`config.mk`:
```
export PLATFORM = sky130hd
export DESIGN_NAME = mux_scan_nx1
export DESIGN_NICKNAME = d
export VERILOG_FILES = /design/src/rtl/mux_scan_pkg.sv /design/src/rtl/mux_scan_ctrl.sv /design/src/rtl/mux_scan_nx1.sv
export SDC_FILE = /design/constraint.sdc
export NUM_CORES = 1
export LEC_CHECK = 0
export ABC_AREA = 1
export BUFFER_PORTS_ARGS = -buffer_cell sky130_fd_sc_hd__buf_2
export CELL_PAD_IN_SITES_DETAIL_PLACEMENT = 1
export CELL_PAD_IN_SITES_GLOBAL_PLACEMENT = 1
export CORE_ASPECT_RATIO = 0.8
export CORE_UTILIZATION = 28
export DETAILED_ROUTE_END_ITERATION = 16
export PLACE_DENSITY_LB_ADDON = 0.1
export SLEW_MARGIN = 20
export SYNTH_ARGS = -nofsm -noshare
export SYNTH_HDL_FRONTEND = slang
export SYNTH_SLANG_ARGS = --single-unit
```
`constraint.sdc`:
```
create_clock -name clk -period 2.33 [get_ports clk]
set_clock_uncertainty 0.1 [all_clocks]
set_input_delay 0.233 -clock clk [delete_from_list [all_inputs] [get_ports clk]]
set_output_delay 0.233 -clock clk [all_outputs]
set_load 0.01 [all_outputs]
```
`src/rtl/mux_scan_pkg.sv`:
```
// Shared encodings for the scanning N:1 multiplexer.
package mux_scan_pkg;

  localparam logic MODE_SEL  = 1'b0;
  localparam logic MODE_SCAN = 1'b1;

  typedef enum logic {
    ST_SEL  = 1'b0,
    ST_SCAN = 1'b1
  } state_e;

endpackage

```
`src/rtl/mux_scan_ctrl.sv`:
```
// Mode FSM, dwell counter and scan pointer for mux_scan_nx1.
// Produces the effective channel index, a load-enable for the output
// registers, the next values of valid/wrap and an out-of-range flag.
module mux_scan_ctrl
  import mux_scan_pkg::*;
#(
  parameter int N  = 16,
  parameter int DW = 4,
  parameter int SW = $clog2(N)
) (
  input  logic          clk,
  input  logic          rst,
  input  logic [SW-1:0] s_i,
  input  logic          mode_i,
  input  logic          en_i,
  input  logic [DW-1:0] dwell_i,
  output logic [SW-1:0] idx_o,
  output logic          ld_o,
  output logic          valid_d_o,
  output logic          wrap_d_o,
  output logic          oor_o
);

  state_e        state_q;
  logic [SW-1:0] p_q;
  logic [DW-1:0] c_q;
  logic          p_last;
  logic          dwell_done;

  assign p_last     = (p_q == SW'(N - 1));
  assign dwell_done = (c_q >= dwell_i);

  // State, pointer and dwell counter; en=0 freezes everything, mode changes clear p/c.
  always_ff @(posedge clk) begin
    if (rst) begin
      state_q <= ST_SEL;
      p_q     <= '0;
      c_q     <= '0;
    end else if (en_i) begin
      case (state_q)
        ST_SEL: begin
          if (mode_i == MODE_SCAN) begin
            state_q <= ST_SCAN;
            p_q     <= '0;
            c_q     <= '0;
          end
        end
        ST_SCAN: begin
          if (mode_i == MODE_SEL) begin
            state_q <= ST_SEL;
            p_q     <= '0;
            c_q     <= '0;
          end else if (dwell_done) begin
            c_q <= '0;
            p_q <= p_last ? '0 : p_q + SW'(1);
          end else begin
            c_q <= c_q + DW'(1);
          end
        end
        default: state_q <= ST_SEL;
      endcase
    end
  end

  // Next-cycle output controls; transition cycles load nothing and drop valid/wrap.
  always_comb begin
    idx_o     = '0;
    ld_o      = 1'b0;
    valid_d_o = 1'b0;
    wrap_d_o  = 1'b0;
    oor_o     = 1'b0;
    if (en_i) begin
      case (state_q)
        ST_SEL: begin
          if (mode_i == MODE_SEL) begin
            idx_o     = s_i;
            ld_o      = 1'b1;
            oor_o     = (32'(s_i) >= 32'(N));
            valid_d_o = ~oor_o;
          end
        end
        ST_SCAN: begin
          if (mode_i == MODE_SCAN) begin
            idx_o     = p_q;
            ld_o      = 1'b1;
            valid_d_o = dwell_done;
            wrap_d_o  = dwell_done & p_last;
          end
        end
        default: ;
      endcase
    end
  end

endmodule

```
`src/rtl/mux_scan_nx1.sv`:
```
// Registered N:1 multiplexer with external-select and self-scanning modes.
// Optional parity output enabled by defining MUX_SCAN_PARITY_EN.
module mux_scan_nx1
  import mux_scan_pkg::*;
#(
  parameter  int N  = 16,
  parameter  int W  = 8,
  parameter  int DW = 4,
  localparam int SW = $clog2(N)
) (
  input  logic           clk,
  input  logic           rst,
  input  logic [N*W-1:0] I,
  input  logic [SW-1:0]  S,
  input  logic           mode,
  input  logic           en,
  input  logic [DW-1:0]  dwell,
  output logic [W-1:0]   O,
  output logic [SW-1:0]  ch,
  output logic           valid,
  output logic           wrap
`ifdef MUX_SCAN_PARITY_EN
  ,
  output logic           par
`endif
);

  logic [SW-1:0] idx_w;
  logic          ld_w;
  logic          valid_d_w;
  logic          wrap_d_w;
  logic          oor_w;
  logic [W-1:0]  sel_w;
  logic [W-1:0]  load_w;

  mux_scan_ctrl #(
    .N  (N),
    .DW (DW),
    .SW (SW)
  ) u_ctrl (
    .clk       (clk),
    .rst       (rst),
    .s_i       (S),
    .mode_i    (mode),
    .en_i      (en),
    .dwell_i   (dwell),
    .idx_o     (idx_w),
    .ld_o      (ld_w),
    .valid_d_o (valid_d_w),
    .wrap_d_o  (wrap_d_w),
    .oor_o     (oor_w)
  );

  // Channel slice select; an out-of-range index loads zero.
  always_comb begin
    sel_w = '0;
    for (int k = 0; k < N; k++) begin
      if (int'(idx_w) == k) sel_w = I[k*W +: W];
    end
    load_w = oor_w ? '0 : sel_w;
  end

  // Output registers: data/index load only when enabled, valid/wrap update every cycle.
  always_ff @(posedge clk) begin
    if (rst) begin
      O     <= '0;
      ch    <= '0;
      valid <= 1'b0;
      wrap  <= 1'b0;
    end else begin
      valid <= valid_d_w;
      wrap  <= wrap_d_w;
      if (ld_w) begin
        O  <= load_w;
        ch <= idx_w;
      end
    end
  end

`ifdef MUX_SCAN_PARITY_EN
  // Parity of the value loaded into O, held alongside it.
  always_ff @(posedge clk) begin
    if (rst) begin
      par <= 1'b0;
    end else if (ld_w) begin
      par <= ^load_w;
    end
  end
`endif

endmodule
```
---- Yosys cells after proc, flatten, opt, wreduce, memory -nomap -nowiden ----
Cells that the tools add are included.
word-level totals
  memories ................................ 0
  output and inout port bits .............. 14
  bits in latches ......................... 0
  word-level logic and storage cells ...... 71
  RAM bits ................................ 0
  bits in read-only memories .............. 0
  register bits after elaboration ......... 23
  input bits .............................. 140
cells by class
  add/subtract/negate cells ............... 2
  div/mod/pow operators ................... 0
  magnitude comparators ................... 1
  multiply operators ...................... 0
  bitwise gates (word level) .............. 4
  shift operators ......................... 0
  reduce and logical (&&, ||, !) cells .... 5
  eq/ne operators ......................... 18
  muxes and demuxes ....................... 34
operators by type and width
  cell                 number
  $mux 8               16
  $eq 4x4->1 const B   9
  $mux 4               9
  $pmux 4 s2           3
  $eq 4x3->1 const B   4
  $add 4x1->4 const B  2
  $eq 4x2->1 const B   2
  $eq 4x1->1 const B   1
  $ge 4x4->1           1
  $logic_not 4->1      1
  $mux 1               4
  $pmux 1 s2           2
  $reduce_or 4->1      1
  $ne 3x3->1 const B   1
  $not 1->1            3
  $reduce_and 3->1     1
  $ne 2x2->1 const B   1
  $reduce_and 2->1     1
  $reduce_or 2->1      1
  $and 1x1->1          1

---- Logic depth before layout (Yosys ltp) ----
Gate-level depths: netlist of the first run.
  word-level depth ........................ 20
  mapped depth ............................ 19
  mapped depth without buffers ............ 19

---- By module ----
From an unflattened synthesis of the first run, not the netlist that was laid out.
unflattened totals
  cell total of the unflattened synthesis .. 449
  area, all modules ....................... 2454.9 µm²
by module, submodules not included
  module         times used  seq. area each (µm²)  cells an instance  area an instance (µm²)
  mux_scan_nx1   1           280.3                 329                1691.6
  mux_scan_ctrl  1           180.2                 120                763.2

---- Least setup slack after synthesis of the first run ----
OpenSTA, ideal clock, no wires.
  kind .................................... register to register
  start ................................... reg u_ctrl.state_q
  end ..................................... reg O[6]
  data required time ...................... 2.095 ns
  buffers on the path ..................... 2
  arrival ................................. 1.693 ns
  cell stages (with the launch flop) ...... 18
  path slack .............................. 0.401 ns
  library setup time ...................... 0.135 ns
  path through ............................ dfxtp_1 buf_4 inv_2 nand2_2 nand3_4 nand2_4 inv_4 buf_6 nand3_1 nand3_1 a21oi_1 nand4_1 nor2_1 nand4_1 nor2_1 nand4_1 nand2_1 a21oi_1
between the ends
  longest elaborated chain between the ends .. 20
  elaborated cells between the ends (all ways) .. 37
  classes of those cells .................. 15 x eq/ne; 20 x mux; 1 x bitwise; 1 x reduce/logical
ends and longest elaborated chain
  element                 RTL line             RTL
  from (decl)             mux_scan_ctrl.sv:24  state_e state_q;
  from (signal assigned)  mux_scan_ctrl.sv:36  state_q <= ST_SEL;
  from (signal assigned)  mux_scan_ctrl.sv:43  state_q <= ST_SCAN;
  from (signal assigned)  mux_scan_ctrl.sv:50  state_q <= ST_SEL;
  $not 1->1               mux_scan_ctrl.sv:73  case (state_q)
  $pmux 4 s2              mux_scan_ctrl.sv:73
  $mux 4                  mux_scan_ctrl.sv:72  if (en_i) begin
  $logic_not 4->1         mux_scan_nx1.sv:58   if (int'(idx_w) == k) sel_w = I[k*W +: W];
  $mux 8 (16 in series)   mux_scan_nx1.sv:58
  to (signal assigned)    mux_scan_nx1.sv:74   O <= load_w;
  to (decl)               mux_scan_nx1.sv:18   output logic [W-1:0] O,
Several ways; a longest one is shown, not always the timed one.
A chain may end at the register's enable or synchronous reset.

---- Worst setup path in the final report of the first run ----
Ends and elaborated chain as after synthesis.

==> metrics, run 1 <==
status=finished clean; P_leak=2.009 nW; Vias=3,345; synthesized area=between 2000 and 2500 µm²; Area Growth Syn to Fin=49.60%; Post-CTS Hold Fix Bufs=0; slowest stage delay, CP=roughly 390 ps; DR WL/cell=between 10 and 15 µm; post-synthesis cell count=~420; Critical path origin=u_ctrl.state_q; sequential area share after synthesis=around a fifth; fin nets=750; Post-synth EDFFs=0; boundary pin count=approximately 150; vias in the first global route=3,387; critical path buffer and inverter count=5; final WL=9980 µm; Detail Route Antenna Nets=0; initial antenna violation count=0; Clock Sinks=23; minimum clock period=~2300 ps; drt drc=0; chain of cells forming the critical path=buf_6, nand2_4, nand3_4, buf_4, buf_12, nor2_4, inv_4, nor2_8, buf_4, nand2_1, nand4_1, nor2_2, nand4_1, nor2_1, nand4_1, nand2_1, a21oi_1; commonest non-fill, non-tap cell in the layout=buf_2; FF-to-FF Start=u_ctrl.state_q; most frequent cells in the layout=buf_2 (153), nand2_1 (119), inv_1 (53); delay-heaviest family, CP=simple AND/OR/NAND/NOR gates; worst endpoint required time=2440 ps; largest net degree at the start of global routing=14; drt initial violations=slightly above 70; first-pass GRT wire length=approximately 16,000 µm; max frequency=about 440 MHz; Peak VDD IR=around 0.27 mV; Sw Share=a little under two fifths; clock buffer depth=2; final RePlAce weighted congestion=0.8738; Rel. slew slack=between 60 and 70%; maxcap violations=0; Worst Path Arrival=between 2000 and 2500 ps; crit share post-route=96.82%; Hold Crit Class=primary input to flip-flop; Final Hold Vio Count=0; CTS H-Tree Depth=1; asr flop ratio synth=0%; # port buffers=roughly 150; worst-margin pin slew=~540 ps; Final Instance Area=3702 µm²; share of layout cells above drive strength 1=about 42%; post-synth cell types=36; #FFs+latches synth=23; initial core utilization=between 20% and 30%; Worst Hold Launch=rst; path type of the worst setup path=flip-flop to flip-flop; power density over the cells=about 350 nW/µm²; drt pass-1 iters=4; core box area=8521 µm²; Synth Net Count=roughly 570; dpl cell area=3532 µm²; DPL Wire Length=8455 µm; CTS Buf Count=3; Main synth FF type=dfxtp_1; Cell Rows=30; drt via density=around 4.7; worst skew pair latency=around 270 ps; CP Capture Type=flip-flop; clock root cell=clkbuf_8; final max-slew violation count=0; synth warn=0; Die Ht=approximately 86 µm; Diodes inserted=0; Crit path top cell by count=nand4_1; slowest cell on the critical path=dfxtp_4; CTS tree=built; gr ovfl total=0; NetSw=around 0.49 mW; unrepaired setup endpoints after global routing=yes; Pwr Total=~1.3 mW; sequential fraction of design power=between 30% and 40%; worst-path fanout max=8; synthesized area per cell=between 5 and 6 µm²; setup violators final=0; internal power=just under 0.8 mW; combinational share of power=a little under half; Worst-path clk slew=~90 ps; startpoint types=flip-flop; die area=9221 µm²; clock network power share=20.1%; Die Span X=around 110 µm; gr usage total=21.62%
## path summary, 6_finish.rpt
path | to | slack (ps) | cells past startpoint
worst max-delay path | O[6] | 70 | 17
worst min-delay path | O[7] | 220 | 2
worst max register to register | O[6] | 70 | 17
worst min register to register | O[1] | 380 | 2
## worst register-to-register path: stages (launching register included)
cell and delay [ps]:
dfxtp_4 390, buf_6 130, nand2_4 70, nand3_4 70, buf_4 160, buf_12 120, nor2_4 160, inv_4 80
nor2_8 170, buf_4 130, nand2_1 40, nand4_1 90, nor2_2 50, nand4_1 90, nor2_1 60, nand4_1 90
nand2_1 70, a21oi_1 110
## power groups by stage
stage	Combinational (mW)	Sequential [mW]	Clock, mW
global placement	0.549	0.447	0
global route	0.651	0.443	0.289
floorplan	0.292	0.450	0
detailed placement	0.559	0.447	0
CTS	0.583	0.440	0.270
finish	0.587	0.439	0.258
## registers in the layout, indices dropped and copies added (netlist names)
signal,count
O,8
u_ctrl.c_q,4
valid,1
wrap,1
u_ctrl.state_q,1
ch,4
u_ctrl.p_q,4
## cell families (layout without fill, tap and decap cells)
| kind of cell | after synthesis | count (layout) | synth area share [%] |
|---|---|---|---|
| flip-flops | 23 | 23 | 18.60 |
| adder cells (fa/ha/maj) | 8 | 8 | 4.045 |
| XOR/XNOR | 2 | 2 | 0.7079 |
| buffers and inverters | 72 | 250 | 12.08 |
| AO/OA/AOI/OAI | 42 | 42 | 9.454 |
| AND/OR/NAND/NOR | 276 | 276 | 55.11 |
## metrics by stage
stage	util (%)	setup slack [ps]	TNS, ps	instances	hold slack, ps
5_1_grt	43.45	-86.81	-347.9	713	216.6
2_1_floorplan	-	401.2	0	423	292.5
6_report	43.45	74.16	0	713	219.5
3_5_place_dp	41.45	-287.2	-821.7	705	365.1
4_1_cts	43.00	3.880	0	712	219.2
3_3_place_gp	41.45	-286.8	-890.5	705	351.2
## synth_stat cells (4+ instances only)
cell type | instances | area (µm²)
nor2_4 | 5 | 56.30
nand3_1 | 29 | 145.1
inv_2 | 10 | 37.54
dfxtp_1 | 23 | 460.4
o21ai_0 | 11 | 55.05
inv_1 | 53 | 198.9
nand2_2 | 11 | 68.82
a21oi_1 | 22 | 110.1
nor2_1 | 57 | 214.0
or2_2 | 6 | 37.54
ha_1 | 8 | 100.1
nor2_2 | 4 | 25.02
nand2_1 | 121 | 454.2
nand4_1 | 25 | 156.4
## layer usage
metal | track usage [%] | up-vias | share of wire [%]
met3 | 3.723 | 7 | 5.5
met4 | 2.366 | 0 | 0.53
li1 | - | 1704 | -
met5 | 0 | - | 0
met1 | 28.66 | 1534 | 47
met2 | 37.71 | 100 | 47
## cell type report
cell class / instances / area, µm²
clock inverters: 1 / 5.005
multi-input cells: 328 / 1789
inverters: 66 / 260.3
clock buffers: 3 / 41.29
flip-flops and latches: 23 / 465.4
well taps: 112 / 140.1
repair buffers: 180 / 1001
fillers: 1193 / 4818
## what timing repair did
| action | 4_1_cts | 5_1_grt |
|---|---|---|
| gates resized for setup | 18 | 9 |
| setup endpoints to repair | 7 | 8 |
| buffers inserted | 4 | 1 |
| pin swaps | 11 | 6 |
(Power assumes the default switching activity.)
==> inputs of run 2 (changes only) <==
- ABC_AREA: 1 -> 0
- CORE_UTILIZATION: 28 -> 32
==> run 2 against run 1 <==
Compared with the run above:
- the run now ends with negative setup slack left
- synthesized area up 21%
- register-to-register slack worse by 120 ps
- fmax down 5.1%
- combinational power up 24%
- sequential share of layout area down 3.2 points
- non-clock buffer count up 71
- synthesized cell count down 5.2%
- global-route usage up 8.5 points
- cell count up 4.6%
- sequential power down 3%
- sequential cell count unchanged
- wire length up 61%
- critical endpoint is now O[3]
- largest power group unchanged
==> metrics, run 2 <==
crit share post-route=102.0%; most frequent cells in the layout=buf_2 (153), buf_4 (85), nor2_1 (35); CP Capture Type=flip-flop; final WL=roughly 16,000 µm; drt pass-1 iters=5; DR WL/cell=roughly 22 µm; fin nets=780; gr usage total=30.11%; largest cells by area after synthesis=dfxtp_1 (15%), a21oi_1 (5.2%), nor2_1 (4.9%); multi-input logic area=~2600 µm²; Yosys top cell area share=15.32%; core box area=9076 µm²; path type of the worst setup path=flip-flop to flip-flop; most numerous cell in the Yosys netlist=nor2_1; startpoint types=flip-flop; Detail Route Antenna Nets=0; initial antenna violation count=0; Clock Sinks=23; Sum Neg Setup Slack=-77.73 ps; largest net degree at the start of global routing=24; clock root cell=clkbuf_16; slowest cell on the critical path=dfxtp_2; share of layout cells above drive strength 1=around 55%; drt initial violations=about 320; filler-free cell count of the finished design=around 750; worst endpoint required time=2380 ps; boundary pin count=between 150 and 200; first-pass GRT wire length=between 20,000 and 25,000 µm; post-synthesis cell count=around 400; largest area contributor in the netlist=dfxtp_1; Hold Crit Class=primary input to flip-flop; # port buffers=153; #FFs+latches synth=23; Peak VDD IR=~0.23 mV; DPL Wire Length=12,470 µm; post-synth cell types=88; Final Instance Area=around 5000 µm²; synthesized area per cell=7.495 µm²; Vias=about 4,500; max frequency=420.9 MHz; Placed Cells=730; chain of cells forming the critical path=buf_12, buf_4, nand3_4, and2_4, nor3_4, buf_12, buf_4, a32o_1, a211oi_2, o2111ai_2, a21o_1; failing checks=negative setup slack; Post-synth EDFFs=0; Rel. slew slack=69.56%; metal1 wirelength=~7300 µm; commonest non-fill, non-tap cell in the layout=buf_2; clock buffer depth=2; critical path buffer and inverter count=4; highest metal layer with signal wires=met4; Final Hold Vio Count=0; maxcap violations=0; Die Ht=about 89 µm; max reg flops=8; slowest stage delay, CP=around 330 ps; status=complete, but fails checks; CTS Buf Count=3; vias in the first global route=4,227; unrepaired setup endpoints after global routing=yes; P_leak=roughly 2.2 nW; Worst Path Arrival=roughly 2400 ps; Die Span X=between 100 and 150 µm; worst-path fanout max=17; power density over the cells=approximately 310 nW/µm²; CTS tree=built; sequential area share after synthesis=between 10% and 20%; gr ovfl total=0; CTS H-Tree Depth=1; final RePlAce weighted congestion=0.9346; synthesized area=roughly 3000 µm²; setup violators final=3; minimum clock period=2376 ps; initial core utilization=roughly a third; asr flop ratio synth=0%; met2 routed WL=about 7500 µm; worst skew pair latency=260 ps; Post-CTS Hold Fix Bufs=0; DR WL met3=955 µm; Main synth FF type=dfxtp_1; drt drc=0; Diodes inserted=0; most flop-heavy register=O; dpl cell area=about 4400 µm²; final max-slew violation count=0; Worst-path clk slew=70 ps; drt via density=5.971; delay-heaviest family, CP=compound AO/OA/AOI/OAI gates; synth warn=0; worst-margin pin slew=roughly 450 ps; Layout fillers=approximately 1,200; register area=roughly 460 µm²; Cell Rows=31; Synth Net Count=~550; commonest cells in the synthesized netlist=nor2_1 (39), nand2_1 (34), a21oi_1 (31), dfxtp_1 (23), o21ai_0 (17); worst setup margin=-46.02 ps; Area Growth Syn to Fin=64.82%; post-layout util=54.58%; Pwr Total=between 1.5 and 2 mW; die area=about 9800 µm²
[run 2: timing repair]
action,in CTS,in global routing
endpoints found under the setup margin,8,12
resized for setup,16,59
setup buffers,0,11
pin swaps,1,28
gates cloned,0,1
[run 2: worst register-to-register path: cells and delay by family (launching register included)]
| kind | cells | cell delay (ps) |
|---|---|---|
| simple gates | 3 | 400 |
| flops | 1 | 330 |
| compound gates | 4 | 860 |
| buf+inv | 4 | 590 |
[run 2: path summary, 6_finish.rpt]
| path | startpoint | endpoint | slack, ps | depth (start not counted) |
|---|---|---|---|---|
| max | u_ctrl.state_q | O[3] | -50 | 11 |
| min | I[89] | O[1] | 190 | 3 |
| min reg2reg | u_ctrl.c_q[3] | u_ctrl.c_q[3] | 390 | 2 |
| max reg2reg | u_ctrl.state_q | O[3] | -50 | 11 |
[run 2: power breakdown]
part           switching, mW  leakage [nW]  internal, mW
clock network          0.168        0.0371         0.233
registers             0.0138         0.188         0.412
logic                  0.386          1.99         0.344
total                  0.567          2.22         0.989
[run 2: metrics by stage]
step           hold slack [ps]  setup WS (ps)
2_1_floorplan            307.0          75.59
3_3_place_gp             359.3         -142.1
3_5_place_dp             377.0         -193.2
4_1_cts                  201.3         -38.99
5_1_grt                  234.8         -139.2
6_report                 194.3         -46.02
[run 2: kinds of logic (layout without fill, tap and decap cells)]
logic type                 after synthesis  in the layout  share of synthesized area (%)
adders and majority gates                8              8                          3.331
xor gates and xnor gates                 1              1                         0.2915
buffers and inverters                   38            267                          7.618
muxes                                    8              8                          2.789
AOI/OAI and AO/OA                      161            161                          40.09
DFF                                     23             23                          15.32
and+or+nand+nor                        162            163                          30.56
[run 2: metal layers]
layer	global-route usage [%]	vias to the layer above
met4	6.818	0
met5	0	-
li1	-	2057
met1	42.56	2168
met2	49.41	201
met3	2.651	28
[run 2: layout make-up]
type | instances | area share, %
inverters | 12 | 0.9851
multi-input cells | 341 | 52.82
repair buffers | 251 | 32.28
well taps | 115 | 2.905
clock buffers | 3 | 1.516
flip-flops and latches | 23 | 9.346
clock inverters | 1 | 0.1516
